[src/rtl/reset_ctrl.sv]
// Keyboard-driven reset controller: debounces F12/F11 request levels and sequences
// power-on, warm and cold resets with a stretched cpu_rst release.
module reset_ctrl #(
    parameter int unsigned DEBOUNCE = 4,
    parameter int unsigned HOLD     = 4096,
    parameter int unsigned CNT_W    = 16
) (
    input  logic clock,
    input  logic reset,
    input  logic ce,
    input  logic key_reset,
    input  logic key_boot,
    output logic cpu_rst,
    output logic cold,
    output logic busy
);

    localparam logic [1:0] POR     = 2'd0;
    localparam logic [1:0] RUN     = 2'd1;
    localparam logic [1:0] HELD    = 2'd2;
    localparam logic [1:0] STRETCH = 2'd3;

    localparam logic [CNT_W-1:0] HOLD_LAST = CNT_W'(HOLD - 1);
    localparam logic [CNT_W-1:0] DB_LAST   = CNT_W'(DEBOUNCE - 1);

    logic [1:0]       state;
    logic [CNT_W-1:0] cnt;
    logic             kr_d;
    logic             kb_d;
    logic [CNT_W-1:0] kr_cnt;
    logic [CNT_W-1:0] kb_cnt;

    // Accepted level flips on the DEBOUNCE-th consecutive differing tick; agreement restarts the count.
    always_ff @(posedge clock or posedge reset) begin
        if (reset) begin
            kr_d   <= 1'b1;
            kb_d   <= 1'b1;
            kr_cnt <= '0;
            kb_cnt <= '0;
        end else if (ce) begin
            if (key_reset == kr_d) begin
                kr_cnt <= '0;
            end else if (kr_cnt == DB_LAST) begin
                kr_d   <= key_reset;
                kr_cnt <= '0;
            end else begin
                kr_cnt <= kr_cnt + 1'b1;
            end

            if (key_boot == kb_d) begin
                kb_cnt <= '0;
            end else if (kb_cnt == DB_LAST) begin
                kb_d   <= key_boot;
                kb_cnt <= '0;
            end else begin
                kb_cnt <= kb_cnt + 1'b1;
            end
        end
    end

    always_ff @(posedge clock or posedge reset) begin
        if (reset) begin
            state   <= POR;
            cnt     <= '0;
            cpu_rst <= 1'b1;
            cold    <= 1'b1;
            busy    <= 1'b1;
        end else if (ce) begin
            case (state)
                POR: begin
                    if (cnt == HOLD_LAST) begin
                        state   <= RUN;
                        cnt     <= '0;
                        cpu_rst <= 1'b0;
                        cold    <= 1'b0;
                        busy    <= 1'b0;
                    end else begin
                        cnt <= cnt + 1'b1;
                    end
                end
                RUN: begin
                    if (!kb_d || !kr_d) begin
                        state   <= HELD;
                        cpu_rst <= 1'b1;
                        busy    <= 1'b1;
                        cold    <= !kb_d;
                    end
                end
                HELD: begin
                    // cold only ever upgrades until the sequence ends in RUN
                    if (!kb_d) cold <= 1'b1;
                    if (kr_d && kb_d) begin
                        state <= STRETCH;
                        cnt   <= '0;
                    end
                end
                STRETCH: begin
                    if (!kr_d || !kb_d) begin
                        state <= HELD;
                        cnt   <= '0;
                        if (!kb_d) cold <= 1'b1;
                    end else if (cnt == HOLD_LAST) begin
                        state   <= RUN;
                        cnt     <= '0;
                        cpu_rst <= 1'b0;
                        cold    <= 1'b0;
                        busy    <= 1'b0;
                    end else begin
                        cnt <= cnt + 1'b1;
                    end
                end
                default: begin
                    state <= POR;
                    cnt   <= '0;
                end
            endcase
        end
    end

endmodule

[config.mk]
export PLATFORM = sky130hd
export DESIGN_NAME = reset_ctrl
export DESIGN_NICKNAME = d
export VERILOG_FILES = /design/src/rtl/reset_ctrl.sv
export SDC_FILE = /design/constraint.sdc
export NUM_CORES = 1
export LEC_CHECK = 0
export BUFFER_PORTS_ARGS = -buffer_cell sky130_fd_sc_hd__buf_2
export CAP_MARGIN = 20
export CORE_UTILIZATION = 65
export DETAILED_ROUTE_END_ITERATION = 7
export PLACE_DENSITY = 0.86
export SYNTH_ARGS = -nofsm -noshare
export SYNTH_HDL_FRONTEND = slang
export SYNTH_SLANG_ARGS = --single-unit
[constraint.sdc]
create_clock -name clock -period 4.3 [get_ports clock]
set_clock_uncertainty 0.05 [all_clocks]
set_input_delay 0.43 -clock clock [delete_from_list [all_inputs] [get_ports clock]]
set_output_delay 0.43 -clock clock [all_outputs]
set_load 0.05 [all_outputs]
==> flow_summary.ini <==
[outcome]
status = completed

[die]
core_area_mm2 = 0.00441
die_w_um = 70.2
chipHeight_um = 70.2
die-area_mm2 = 0.00492
start_util_pct = 68.4
ios = 8
rows = 24

[cells_and_area]
diodes = 0
area_delta_synth_final_pct = 6.05
fin_nets = 348
layout.cells.non_filler = 389
drive_gt1_share_pct = 9.50

[flow_run]
maxCapViolations = 0

[timing]
rsz0062_at_grt = false
worst_pin_slew_ps = 873
setup_viol = 0
slew_viol_final = 0
hold_viol = 0
max_slew_margin_pct = 41.6
setup_tns_ps = 0
fin_crit_ps = 2390
max_freq_mhz = 419
fin_crit_sh_pct = 55.5

[global_route]
use_met2_pct = 41.6
grt_pass1_vias = 2324
met1_usage_pct = 33.7
antenna_found_initial = 0
grt_usage_pct = 25.2
gr-total-overflow = 0
grt.busiest_layer = met2
grt_pass1_wl_um = 10000
grt_max_degree = 55
use_met3_pct = 4.04

[power_and_ir_drop]
peakVddDrop_uv = 173
powerDensity_mw_per_mm2 = 388
leakage_nw = 1.39

[clock_tree]
cts_tree = built
postCtsHoldBufs = 0
clk_pin_slew_ps = 100
htree_levels = 2
cts_made_buffers = 5
cts_resized = 0
clock-sinks = 54
clock_path_buffers = 2
root_buffer = clkbuf_8
clkLatencyLatePin_ps = 310
cts_setup_buffers = 0

[synthesis]
netlist_area_mm2 = 0.00302
async_flop_share_pct = 100
synth_edf_count = 0
synthFlopType = dfrtp_1
avgSynthCellArea_um2 = 9.07
synth_area_leader_cell = dfrtp_1
netlist-cell-type-count = 46
synth.area.top_cells = dfrtp_1 41%, nand2_1 4.6%, xor2_1 3.8%
yosysWarnings = 0
synth_nets = 345
ys_seq_area_share_pct = 44.9
netlist_instances = 333
synth_top_area_share_pct = 41.4
synth_seq_cells = 54

[critical_path]
path_class = reg2reg
worst_setup_path_end_kind = register
cp_slowest_cell = nor2_1
path_depth = 6
critPathArrivalTime_ps = 2560
crit_fanout = 15
slowest_delay_ps = 690
crit_end = kb_cnt[8]
startpoint = kb_cnt[0]
reg2reg_depth = 6
crit_buf_inv = 0
crit_path_cell_trace = ha_1, nor3b_1, and4_1, nor2_1, o21ai_0, a31oi_1
worst_r2r_endpoint = kb_cnt[8]
reg2reg_setup_slack_ps = 1910
cp-start-kind = register
required_ps = 4480
crit_family = simple AND/OR/NAND/NOR gates
r2r_start = kb_cnt[0]

[routing]
totalWireLength_um = 5810
viasPerCell = 6.34
route.vias.total = 2467
drt_pre_antenna_iters = 4
drt_iter0_markers = 163
postRouteAntennaNets = 0
wire_per_inst_um = 14.9
drc_errors = 0

[placed_design]
dp.cells = 379
hpwl_um = 3860
io_buffers = 7
gp_congestion = 0.831

[worst_hold_path]
hold_class = in2reg
## cells by family after synthesis
kind of cell	after synthesis	synth area share, %
buffers and inverters	28	3.98
adder cells (fa/ha/maj)	7	2.90
AND/OR/NAND/NOR	144	25.1
flip-flops	54	44.9
AO/OA/AOI/OAI	77	16.2
XOR/XNOR	18	5.22
multiplexers	5	1.74
## report_power, final
part,internal (mW),switching [mW],leakage [nW]
Combinational,0.0939,0.143,0.612
Sequential,0.573,0.0817,0.724
Clock,0.177,0.176,0.0587
Total,0.843,0.400,1.39
## worst min path at each step
stage / from / endpoint / depth (start not counted)
CTS: key_boot / kb_d / 2
global route: key_boot / kb_d / 2
finish: key_boot / kb_d / 2
floorplan: kb_cnt[15] / kb_cnt[15] / 1
detailed placement: kb_cnt[15] / kb_cnt[15] / 1
global placement: kb_cnt[15] / kb_cnt[15] / 1
## through the flow
step | utilization, % | power, mW | instance area (um^2) | hold WS, ps | setup WS, ps
floorplan | - | 0.842 | 3020 | 404 | 2210
global placement | 69.2 | 0.880 | 3060 | 432 | 1860
detailed placement | 69.2 | 0.891 | 3060 | 439 | 1770
CTS | 71.9 | 1.24 | 3170 | 327 | 1930
global route | 72.5 | 1.31 | 3200 | 334 | 1710
finish | 72.5 | 1.24 | 3200 | 335 | 1910
## layer usage
metal	share of wire [%]	vias up
met3	3.5	10
met4	1.4	0
met1	47	1190
met2	48	55
li1	-	1212
met5	0	-
## cell usage after synthesis (2+ instances only)
| library cell | count |
|---|---|
| mux2i_1 | 3 |
| and2_1 | 2 |
| or3_1 | 6 |
| xnor2_1 | 5 |
| a21oi_1 | 14 |
| o22ai_1 | 4 |
| nor3_1 | 5 |
| inv_1 | 15 |
| nand2_1 | 37 |
| buf_4 | 2 |
| dfrtp_1 | 50 |
| buf_2 | 6 |
| o31ai_1 | 8 |
| o21ai_1 | 4 |
| a31oi_1 | 16 |
| dfstp_2 | 4 |
| ha_1 | 7 |
| or4_1 | 2 |
| o22a_1 | 3 |
| a21boi_0 | 3 |
| or2_1 | 2 |
| and3_1 | 9 |
| nand2_2 | 3 |
| clkbuf_1 | 5 |
| o21ai_0 | 16 |
| mux2_2 | 2 |
| nand3_1 | 17 |
| xor2_1 | 13 |
| nor2_1 | 26 |
| nor4_1 | 9 |
| nand4_1 | 13 |
| nor3b_1 | 2 |
| a21o_1 | 4 |
| and4_1 | 4 |
## cell usage in the layout (no fill, tap or decap), types with 3 or more instances in the layout
| master | n |
|---|---|
| or3_1 | 6 |
| and4_1 | 4 |
| nand3_1 | 17 |
| nor4_1 | 9 |
| a21oi_1 | 14 |
| dfstp_2 | 4 |
| mux2i_1 | 3 |
| buf_2 | 7 |
| clkbuf_8 | 5 |
| o22a_1 | 3 |
| a21boi_0 | 3 |
| nor3_1 | 5 |
| xor2_1 | 13 |
| nand4_1 | 13 |
| o22ai_1 | 4 |
| dfrtp_1 | 50 |
| o21ai_0 | 16 |
| inv_1 | 14 |
| a31oi_1 | 16 |
| ha_1 | 7 |
| a21o_1 | 4 |
| xnor2_1 | 5 |
| and3_1 | 9 |
| o21ai_1 | 4 |
| nand2_1 | 37 |
| nor2_1 | 26 |
| nand2_2 | 3 |
| o31ai_1 | 8 |
## sequential cells by signal (all words and copies together) (netlist names)
register	count
cnt	16
cold	1
cpu_rst	1
kb_cnt	16
kb_d	1
kr_cnt	16
kr_d	1
state	2
## layout make-up
class                           count  area, um^2
Clock buffer                        5        68.8
Clock inverter                      3        47.5
Fill cell                         312        1210
Inverter                           15        56.3
Multi-Input combinational cell    251        1540
Sequential cell                    54        1360
Tap cell                           52        65.1
Timing Repair Buffer                9        65.1
Power figures use the tool's default switching activity.
